<file path="config.mk">
export PLATFORM = sky130hd
export DESIGN_NAME = sram_write_queue
export DESIGN_NICKNAME = d
export VERILOG_FILES = /design/src/rtl/sram_write_queue.sv
export SDC_FILE = /design/constraint.sdc
export NUM_CORES = 1
export LEC_CHECK = 0
export ABC_AREA = 1
export CORE_ASPECT_RATIO = 0.6
export CORE_MARGIN = 10
export CORE_UTILIZATION = 35
export CTS_BUF_LIST = sky130_fd_sc_hd__clkbuf_4 sky130_fd_sc_hd__clkbuf_8
export CTS_CLUSTER_DIAMETER = 60
export CTS_CLUSTER_SIZE = 25
export DETAILED_ROUTE_END_ITERATION = 7
export HOLD_SLACK_MARGIN = 0.05
export SYNTH_ARGS = -nofsm -noshare
export SYNTH_HDL_FRONTEND = slang
export SYNTH_SLANG_ARGS = --single-unit
</file>
<file path="constraint.sdc">
create_clock -name clk_100m -period 3.9 [get_ports clk_100m]
set_input_delay 0.39 -clock clk_100m [delete_from_list [all_inputs] [get_ports clk_100m]]
set_output_delay 0.39 -clock clk_100m [all_outputs]
set_load 0.01 [all_outputs]
</file>
<file path="src/rtl/sram_write_queue.sv">
// sram_write_queue: FIFO of SRAM write requests, each presented to the controller for a fixed 5-cycle slot
// (4 cycles with wr_en high, then one hold cycle) so every entry lands exactly once whatever the controller phase.
module sram_write_queue #(
   parameter int DEPTH  = 16,
   parameter int ADDR_W = 20,
   parameter int DATA_W = 32
) (
   input  logic                     clk_100m,
   input  logic                     rst_n,
   input  logic                     in_valid,
   output logic                     in_ready,
   input  logic [ADDR_W-1:0]        in_addr,
   input  logic [DATA_W-1:0]        in_data,
   output logic                     wr_en,
   output logic [ADDR_W-1:0]        wr_addr,
   output logic [DATA_W-1:0]        wr_data,
   output logic [$clog2(DEPTH):0]   level,
   output logic                     busy
);
   localparam int PW = $clog2(DEPTH);
   typedef enum logic [1:0] {IDLE, HOLD, TAIL} state_t;
   state_t             r_state, w_next;
   logic [1:0]         r_cnt;
   logic [PW-1:0]      r_wptr, r_rptr;
   logic [PW:0]        r_count;
   logic [ADDR_W-1:0]  r_mem_addr [DEPTH];
   logic [DATA_W-1:0]  r_mem_data [DEPTH];
   logic [ADDR_W-1:0]  r_wr_addr;
   logic [DATA_W-1:0]  r_wr_data;
   logic               w_push, w_pop;
   assign in_ready = r_count != (PW+1)'(DEPTH);
   assign w_push   = in_valid && in_ready;
   assign w_pop    = (r_count != '0) && (r_state != HOLD);
   assign wr_en    = r_state == HOLD;
   assign wr_addr  = r_wr_addr;
   assign wr_data  = r_wr_data;
   assign level    = r_count;
   assign busy     = (r_state != IDLE) || (r_count != '0);
   always_comb begin
      w_next = r_state;
      if (r_state == HOLD) w_next = (r_cnt == 2'd3) ? TAIL : HOLD;
      else w_next = w_pop ? HOLD : IDLE;
   end
   // Storage carries no reset: entries are only ever read behind a valid count.
   always_ff @(posedge clk_100m) begin
      if (w_push) begin
         r_mem_addr[r_wptr] <= in_addr;
         r_mem_data[r_wptr] <= in_data;
      end
   end
   always_ff @(posedge clk_100m or negedge rst_n) begin
      if (!rst_n) begin
         r_state   <= IDLE;
         r_cnt     <= 2'd0;
         r_wptr    <= '0;
         r_rptr    <= '0;
         r_count   <= '0;
         r_wr_addr <= '0;
         r_wr_data <= '0;
      end else begin
         r_state <= w_next;
         r_cnt   <= (r_state == HOLD) ? r_cnt + 2'd1 : 2'd0;
         r_count <= r_count + (PW+1)'(w_push) - (PW+1)'(w_pop);
         if (w_push) r_wptr <= r_wptr + PW'(1);
         if (w_pop) begin
            r_rptr    <= r_rptr + PW'(1);
            r_wr_addr <= r_mem_addr[r_rptr];
            r_wr_data <= r_mem_data[r_rptr];
         end
      end
   end
endmodule

</file>
# Yosys cells after proc, flatten, opt, wreduce, memory -nomap -nowiden

Memories as Yosys holds them, arrays and structs flattened. A register that Yosys moved wholly into a read port is not among the register bits.
Cells that the tools add are included.

Word-level logic and storage cells: 29
Input port bits: 55
Output and inout port bits: 60
Bits in writable memories: 832
Memories kept: 2
Flip-flop bits (word level): 17

Multiplexer cells: 6
Add/sub/neg operators: 5
Equality and inequality tests: 4
Reduce and logical (&&, ||, !) cells: 7

Memories:

| name       | words | width | rd ports | clocked after Yosys merged registers in | wr ports | RTL line | text |
|---|---|---|---|---|---|---|---|
| r_mem_data | 16    | 32    | 1        | 1                                       | 1        | 27       | `logic [DATA_W-1:0] r_mem_data [DEPTH];` |
| r_mem_addr | 16    | 20    | 1        | 1                                       | 1        | 26       | `logic [ADDR_W-1:0] r_mem_addr [DEPTH];` |

Operators with widths:

| kind                  | count |
|---|---|
| $add A4 B1 Y4 const B | 2 |
| $mux W2               | 3 |
| $add A5 B1 Y5         | 1 |
| $ne A5 B5 Y1 const B  | 1 |
| $reduce_bool A5 Y1    | 1 |
| $sub A5 B1 Y5         | 1 |
| $mux W1               | 3 |
| $add A2 B1 Y2 const B | 1 |
| $eq A2 B1 Y1 const B  | 1 |
| $eq A2 B2 Y1 const B  | 1 |
| $logic_and A1 B1 Y1   | 2 |
| $logic_not A1 Y1      | 2 |
| $ne A2 B1 Y1 const B  | 1 |
| $reduce_bool A2 Y1    | 1 |
| $logic_or A1 B1 Y1    | 1 |

# Longest topological paths before layout

Gate-level depths: netlist of the first run.

Word-level depth: 4
Gate-level depth with buffers: 13

# Worst setup path before layout of the first run

No wires, ideal clock.

Path kind: reg2reg
From: reg r_count[2] (netlist: level[2])
To: mem r_mem_addr[0][0], enable pin
Path buffers: 0
Setup time: 462 ps
Stages on the path, launching flop included: 8
Setup slack: 42 ps
Data arrival time: 3397 ps
Cell sequence: dfrtp_1 inv_1 ha_1 nand4_1 nand2_1 inv_1 nand2_1 nor2_1

Word-level cells in the longest chain between the ends: 4

RTL lines:

| item                          | RTL line | text |
|---|---|---|
| start: declaration            | 25       | `logic [PW:0] r_count;` |
| start signal: assignment      | 63       | `r_count <= r_count + (PW+1)'(w_push) - (PW+1)'(w_pop);` |
| $ne A5 B5 Y1                  | 31       | `assign in_ready = r_count != (PW+1)'(DEPTH);` |
| via in_ready                  | 11       | `output logic in_ready,` |
| $logic_and A1 B1 Y1           | 32       | `assign w_push = in_valid && in_ready;` |
| $mux W1                       | 46       | `if (w_push) begin` |
| $mux W1 (not written as such) | 47       | `r_mem_addr[r_wptr] <= in_addr;` |
| end: declaration              | 26       |  |

The timed path passes the listed nets, and every way through them passes these cells.

# Worst setup path in the final report of the first run

From: reg r_count[2] (netlist: level[2])
To: mem r_mem_addr[1][16], enable pin

Word-level cells in the longest chain between the ends: 4

RTL lines:

| item                          | RTL line |
|---|---|
| $ne A5 B5 Y1                  | 31 |
| $logic_and A1 B1 Y1           | 32 |
| $mux W1                       | 46 |
| $mux W1 (not written as such) | 47 |

No other way between the ends.

==> qor.log, run 1 <==
INFO  synthesis      syn_area=35,900µm²
INFO  synthesis      synth.ff_latch_count=901
INFO  sta            worst_slew_pin_slew=0.918ns
INFO  clocking       tritoncts=built
INFO  worst_setup_path reg2reg_setup_slack=1.08ns
INFO  detailed_routing wire_per_inst=20.6µm
INFO  power_and_ir_drop cellLeakagePower=14.4nW
INFO  worst_setup_path r2r_end=r_mem_addr[1][16]
INFO  power_and_ir_drop fin_total_pwr=0.0273W
INFO  worst_setup_path worstPathMaxFanout=42
INFO  global_routing grtUsageTotal=15.5%
INFO  layout         final_area=39,700µm²
INFO  synthesis      synth_async_sr_flop_share=7.66%
INFO  flow_run       timing.max_cap.violations=0
INFO  sta            final.setup_skew=0.0463ns
INFO  synthesis      avgSynthCellArea=11.7µm²
INFO  synthesis      synth_nets=3,125
INFO  placed_design  gp_congestion=0.745
INFO  worst_setup_path r2r_cells=8
INFO  die            chipHeight=268µm
INFO  sta            final_min_period_over_clock_period=72.2%
INFO  die            core=101,000µm²
INFO  worst_setup_path timing.rr.start=level[2]
INFO  sta            timing.final.setup_violations=0
INFO  layout         final_layout_size_suffix_gt1_share=5.37%
INFO  detailed_routing drtIter0Drc=2,335
INFO  sta            holdWs=0.255ns
INFO  clocking       cts_resized=0
INFO  run_status     run_status=finished clean
INFO  synthesis      synth_cell_types=20
INFO  worst_setup_path timing_worst_setup_path_type=reg2reg
INFO  worst_setup_path critical_path_arrival=3.18ns
INFO  clocking       clock_latency_at_the_later_pin_of_the_worst_skew_pair=0.73ns
INFO  synthesis      syn-instance-count=3,057
INFO  clocking       cts_root_buffer=sky130_fd_sc_hd__clkbuf_8
INFO  clocking       clock_tree_buf_depth=3
INFO  sta            rsz0062_at_grt=false
INFO  sta            fmaxAchievable=355MHz
INFO  placed_design  dpl.hpwl=50,400µm
INFO  synthesis      synth_sequential_area_ratio=74.4%
INFO  worst_setup_path path_delay_family=buffers and inverters
INFO  clocking       clk_pin_slew_worst_paths=0.16ns
INFO  sta            maxSlewHeadroom=38.8%
INFO  die            core.rowCount=90
INFO  synthesis      yosys_warnings=0
INFO  power_and_ir_drop peakVddDrop=0.951mV
INFO  sta            maxSlewViolCount=0
INFO  global_routing grt.overflow.total=0
INFO  detailed_routing drt-total-wl=91,800µm
INFO  detailed_routing antenna_left=0
INFO  worst_setup_path crit_path_max_incr_delay=0.66ns
INFO  worst_setup_path crit_path_start=level[2]
INFO  placed_design  place_area=38,600µm²
INFO  worst_setup_path worstPathCellList=inv_1, ha_1, nand4_1, nand2_1, inv_1, nand2_1, nor2_4, buf_4
INFO  clocking       tritoncts.num_buffers=46
INFO  detailed_routing vias_after_detailed_routing=22,300
INFO  worst_setup_path timing.critical_path.depth=8
INFO  global_routing maximum_number_of_pins_on_one_net_before_global_route_repair=181
INFO  die            design.portCount=115
INFO  worst_setup_path worst-path-buf-inv=3
INFO  worst_setup_path critical_path.slowest_cell=sky130_fd_sc_hd__buf_4
INFO  global_routing grt_pass1_vias=21,300
INFO  synthesis      post_synth_edffs=832
INFO  clocking       cts.sink_count=901
INFO  detailed_routing post_drt_via_cell_ratio=5.00
INFO  power_and_ir_drop power-per-cell-area=688nW/µm²
INFO  worst_setup_path worst_setup_path_end_kind=flip-flop
INFO  placed_design  io_buffer_count=114
INFO  die            die_width=434µm
INFO  worst_setup_path worst_setup_sp_type=flip-flop
INFO  worst_setup_path worst_ep_required_time=4.26ns
INFO  layout         n_antenna_cell=0
INFO  min_path       type_of_the_worst_min_delay_path=in2async
INFO  sta            timing.final.crit_period=2.82ns
INFO  sta            endpoints_failing_hold=0
INFO  layout         layout.filler_cells=9,651
INFO  synthesis      postSynth.topFlopCell=sky130_fd_sc_hd__edfxtp_1
INFO  die            start_util=35.5%
INFO  die            floorplan.die_area=116,000µm²
INFO  layout         finish.net_count=3,161
INFO  global_routing antenna_violations_before_repair=5
INFO  layout         layout-area-overhead-vs-synth=10.4%
INFO  global_routing wire_length_of_the_first_global_routing_pass=139,000µm
INFO  worst_setup_path crit_path_end=r_mem_addr[1][16]
INFO  sta            setup_tns=0ns
INFO  clocking       htreeDepth=2
INFO  detailed_routing drc_errors=0
INFO  detailed_routing first_pass_iters=6
-- cells in the mapped netlist, types with 4 or more instances --
| master | instances | area share [%] |
|---|---|---|
| sky130_fd_sc_hd__nand2_1 | 1264 | 13 |
| sky130_fd_sc_hd__xor2_1 | 8 | 0.20 |
| sky130_fd_sc_hd__buf_1 | 26 | 0.27 |
| sky130_fd_sc_hd__o21ai_0 | 6 | 0.084 |
| sky130_fd_sc_hd__clkbuf_1 | 55 | 0.57 |
| sky130_fd_sc_hd__buf_2 | 98 | 1.4 |
| sky130_fd_sc_hd__edfxtp_1 | 832 | 70 |
| sky130_fd_sc_hd__inv_1 | 23 | 0.24 |
| sky130_fd_sc_hd__buf_4 | 4 | 0.084 |
| sky130_fd_sc_hd__nand3_1 | 627 | 8.7 |
| sky130_fd_sc_hd__nor2_1 | 22 | 0.23 |
| sky130_fd_sc_hd__ha_1 | 12 | 0.42 |
| sky130_fd_sc_hd__dfrtp_1 | 69 | 4.8 |
-- sequential cells by signal, indices dropped and copies added (netlist names) --
signal / flops
r_wptr: 4
r_mem_addr: 320
r_cnt: 2
r_rptr: 4
r_state: 2
level: 5
wr_addr: 20
wr_data: 32
r_mem_data: 512
-- power breakdown --
part	internal (W)	total (W)	switching [W]
sequential	0.0117	0.0123	0.000547
combinational	0.00319	0.0105	0.00726
clock	0.00152	0.00454	0.00302
total	0.0165	0.0273	0.0108
-- cell families after synthesis --
group | after synthesis | synth area share (%)
AND/OR/NAND/NOR | 1916 | 22.2
flip-flops | 901 | 74.4
buffers and inverters | 209 | 2.57
adder cells (fa/ha/maj) | 13 | 0.474
XOR/XNOR | 10 | 0.244
AO/OA/AOI/OAI | 8 | 0.111
-- cells in the final DEF, fill, tap and decap left out, drive strengths merged --
cell type and n:
xor2 8, inv 30, nand2 1265, clkbuf 76, xnor2 2, nand3 627, fa 1, edfxtp 832
buf 57, dfrtp 69, nand4 2, o21ai 6, dlygate4sd3 1, a21oi 2, clkdlybuf4s50 113, nor2 22
clkinv 6, ha 12
-- layer usage --
layer  part of all wire [%]  global-route usage [%]  vias to the layer above  routed length, µm
li1                       -                       -                    10600                  -
met1                     48                    23.5                    11000              44100
met2                     44                    23.5                      701              40200
met3                    6.8                    2.64                       87               6270
met4                    1.2                    2.35                        8               1100
met5                  0.059                       0                        -                 54
-- through the flow --
stage	worst slack, ns	utilization, %	std cells
after detailed placement	0.958	38.2	4378
after global placement	0.998	38.2	4378
after floorplan	0.0415	-	3057
final	1.08	39.2	4465
after global routing	0.898	39.2	4465
after CTS	1.05	39.2	4465
-- cell type report --
cell class | count | area, µm² | area share, %
flip-flops and latches | 901 | 26700 | 67.4
well taps | 1334 | 1670 | 4.21
clock buffers | 76 | 877 | 2.21
repair buffers | 171 | 1720 | 4.33
clock inverters | 10 | 150 | 0.379
inverters | 26 | 116 | 0.293
multi-input cells | 1947 | 8410 | 21.2
-- worst min path at each step --
stage / cells after the start / endpoint / slack [ns] / from
2_1_floorplan: 0 / level[0] / 0.09 / rst_n
3_3_place_gp: 1 / r_cnt[0] / 0.43 / r_cnt[0]
3_5_place_dp: 1 / r_cnt[0] / 0.43 / r_cnt[0]
4_1_cts: 2 / wr_data[1] / 0.29 / rst_n
5_1_grt: 2 / wr_data[1] / 0.33 / rst_n
6_report: 2 / wr_data[9] / 0.25 / rst_n
-- timing repair --
| action | in CTS | in global routing |
|---|---|---|
| buffers inserted | 0 | 0 |
| hold endpoints to repair | 45 | 0 |
| hold buffers | 1 | 0 |
Power figures use the tool's default switching activity.
==> inputs of run 2 (changes only) <==
clock period = 2.8 ns   (was 3.9 ns; I/O delays follow)
==> run 2 against run 1 <==
Net effect:
- critical path depth increased by 3
- via count increased by 0.17%
- die area unchanged
- non-clock buffer count increased by 22
- sequential power increased by 38%
- critical path type unchanged
- largest cell class unchanged
- highest routed layer is now met4
==> qor.log, run 2 (synthesis gave the netlist of run 1 again) <==
INFO  run_status     run_status=finished clean
INFO  global_routing grtUsageTotal=15.4% [-0.063 points]
INFO  global_routing grt_pass1_vias=21,200 [-0.62%]
INFO  clocking       tritoncts.num_buffers=46 [unchanged]
INFO  sta            final_min_period_over_clock_period=94.4% [+22 points]
INFO  detailed_routing drtIter0Drc=2,470 [+5.8%]
INFO  worst_setup_path worst_setup_sp_type=flip-flop
INFO  worst_setup_path crit_path_end=level[4]
INFO  placed_design  place_area=39,100µm² [+1.3%]
INFO  power_and_ir_drop swShare=39.5% [-0.18 points]
INFO  sta            worst_slew_pin_slew=0.910ns [-0.00872 ns]
INFO  power_and_ir_drop p_switching=0.0153W [+41%]
INFO  min_path       type_of_the_worst_min_delay_path=in2async
INFO  sta            timing.final.crit_period=2.64ns [-0.174 ns]
INFO  global_routing antenna_violations_before_repair=4 [-1]
INFO  detailed_routing first_pass_iters=5 [-1]
INFO  layout         largest_register=r_mem_data
INFO  layout         finish.net_count=3,183 [+0.70%]
INFO  sta            fmaxAchievable=378MHz [+6.6%]
INFO  detailed_routing wire_per_inst=20.4µm [-0.71%]
INFO  die            core.rowCount=90 [unchanged]
INFO  detailed_routing vias_after_detailed_routing=22,400 [+0.17%]
INFO  worst_setup_path r2r_end=level[4]
INFO  layout         storage_element_area=26,700µm² [about the same]
INFO  layout         finalCoreUtilization=39.8% [+0.54 points]
INFO  sta            maxSlewViolCount=0 [unchanged]
INFO  worst_setup_path crit_path_start=level[3]
INFO  clocking       htreeDepth=2 [unchanged]
INFO  power_and_ir_drop peakVddDrop=0.726mV [-24%]
INFO  worst_setup_path timing.rr.start=level[3]
INFO  clocking       clk_pin_slew_worst_paths=0.15ns [about the same]
INFO  sta            maxSlewHeadroom=39.4% [+0.58 points]
INFO  worst_setup_path timing_worst_setup_path_type=reg2reg
INFO  layout         layout.filler_cells=9,629 [-0.23%]
INFO  global_routing grt.overflow.total=0 [unchanged]
INFO  flow_run       timing.max_cap.violations=0 [unchanged]
INFO  layout         multiInputGateArea=8410µm² [unchanged]
INFO  power_and_ir_drop share_of_total_power_in_the_clock_network=16.8% [about the same]
INFO  power_and_ir_drop cellLeakagePower=14.6nW [+1.4%]
INFO  die            design.portCount=115 [unchanged]
INFO  power_and_ir_drop cell_internal_pwr=0.0234W [+42%]
INFO  placed_design  dpl.hpwl=50,500µm [+0.26%]
INFO  detailed_routing drc_errors=0 [unchanged]
INFO  die            die_width=434µm [unchanged]
INFO  detailed_routing antenna_left=0 [unchanged]
INFO  power_and_ir_drop p_seq_share=43.9% [-1.2 points]
INFO  placed_design  io_buffer_count=114 [unchanged]
INFO  layout         commonest_cells_after_routing_fill_and_taps_aside=sky130_fd_sc_hd__nand2_1, sky130_fd_sc_hd__edfxtp_1, sky130_fd_sc_hd__nand3_1, sky130_fd_sc_hd__clkdlybuf4s50_1, sky130_fd_sc_hd__dfrtp_1
INFO  global_routing maximum_number_of_pins_on_one_net_before_global_route_repair=147 [-19%]
INFO  clocking       cts.sink_count=901 [unchanged]
INFO  detailed_routing post_drt_via_cell_ratio=4.98 [-0.41%]
INFO  worst_setup_path r2r_cells=11 [+3]
INFO  layout         final_area=40,200µm² [+1.4%]
INFO  sta            setup_tns=0ns [unchanged]
INFO  worst_setup_path critical_path_arrival=3.24ns [+0.06 ns]
INFO  sta            endpoints_failing_hold=0 [unchanged]
INFO  clocking       cts_post_setup_buffers_inserted=0 [unchanged]
INFO  die            start_util=35.5% [unchanged]
INFO  worst_setup_path worst_ep_required_time=3.40ns [-0.86 ns]
INFO  layout         largest_register_ff_count=512 [unchanged]
INFO  worst_setup_path worst_setup_path_end_kind=flip-flop
INFO  layout         final_layout_size_suffix_gt1_share=6.03% [+0.66 points]
INFO  clocking       clock_tree_buf_depth=3 [unchanged]
INFO  die            floorplan.die_area=116,000µm² [unchanged]
INFO  detailed_routing drt-total-wl=91,600µm [-0.14%]
INFO  clocking       tritoncts=built
INFO  clocking       clock_latency_at_the_later_pin_of_the_worst_skew_pair=0.73ns [about the same]
INFO  layout         layout.cells.most_common=sky130_fd_sc_hd__nand2_1
INFO  clocking       cts_root_buffer=sky130_fd_sc_hd__clkbuf_8
INFO  placed_design  gp_congestion=0.764 [+2.6%]
INFO  worst_setup_path worstPathMaxFanout=4 [-90%]
INFO  global_routing wire_length_of_the_first_global_routing_pass=138,000µm [-0.63%]
INFO  sta            timing.final.setup_violations=0 [unchanged]
INFO  die            core=101,000µm² [unchanged]
INFO  sta            final.setup_skew=0.0750ns [+0.0286 ns]
INFO  worst_setup_path reg2reg_setup_slack=0.16ns [-0.93 ns]
INFO  layout         layout-area-overhead-vs-synth=12.0%
INFO  power_and_ir_drop comb_power_share=39.3% [+1.0 points]
INFO  power_and_ir_drop power-per-cell-area=964nW/µm² [+40%]
INFO  die            chipHeight=268µm [unchanged]
INFO  sta            rsz0062_at_grt=false
[run 2: layer usage]
layer / vias to the layer above / share of wire [%] / track usage, %
met2: 748 / 43 / 22.6
met5: - / 0 / 0
met1: 10900 / 49 / 24.1
li1: 10600 / - / -
met3: 101 / 6.6 / 2.19
met4: 0 / 1.6 / 2.97
[run 2: timing repair]
item	4_1_cts	5_1_grt
resized for setup	0	0
hold buffers	1	0
endpoints found under the hold margin	47	0
[run 2: worst max-delay path: stages (launching register included)]
cell and delay, ns:
sky130_fd_sc_hd__dfrtp_1 0.43, sky130_fd_sc_hd__inv_1 0.09, sky130_fd_sc_hd__ha_1 0.17, sky130_fd_sc_hd__nand4_1 0.14, sky130_fd_sc_hd__nand2_1 0.37, sky130_fd_sc_hd__ha_1 0.31
sky130_fd_sc_hd__inv_1 0.06, sky130_fd_sc_hd__ha_1 0.15, sky130_fd_sc_hd__inv_1 0.06, sky130_fd_sc_hd__fa_1 0.43, sky130_fd_sc_hd__o21ai_0 0.22, sky130_fd_sc_hd__xor2_1 0.15
[run 2: power by group through the flow]
| stage | clock (W) | sequential, W | combinational, W |
|---|---|---|---|
| final | 0.00651 | 0.0170 | 0.0152 |
| after global routing | 0.00717 | 0.0171 | 0.0171 |
| after CTS | 0.00671 | 0.0170 | 0.0154 |
| after detailed placement | 0 | 0.0173 | 0.0154 |
| after global placement | 0 | 0.0173 | 0.0153 |
| after floorplan | 0 | 0.0173 | 0.00948 |
[run 2: layout make-up]
type | instances | share of cell area, %
sequential | 901 | 66.5
antenna | 5 | 0.0311
timing repair buffer | 193 | 5.53
clock inverter | 14 | 0.554
inverter | 26 | 0.289
clock buffer | 71 | 2.07
multi-input combinational | 1947 | 20.9
tap | 1334 | 4.15
[run 2: worst min-delay path by stage]
stage / start / cells past startpoint / to
after floorplan: rst_n / 0 / level[0]
after global routing: rst_n / 2 / wr_data[7]
after detailed placement: rst_n / 1 / wr_data[12]
after CTS: rst_n / 2 / wr_data[7]
after global placement: rst_n / 1 / wr_data[12]
final: rst_n / 2 / wr_data[7]
[run 2: through the flow]
step	instances	hold slack [ns]	setup slack, ns	total power, W
global placement	4400	0.420	0.174	0.0326
floorplan	3057	-0.0156	-0.236	0.0268
finish	4491	0.170	0.157	0.0387
global route	4491	0.234	0.00959	0.0414
detailed placement	4400	0.430	0.161	0.0327
CTS	4486	0.173	0.145	0.0391
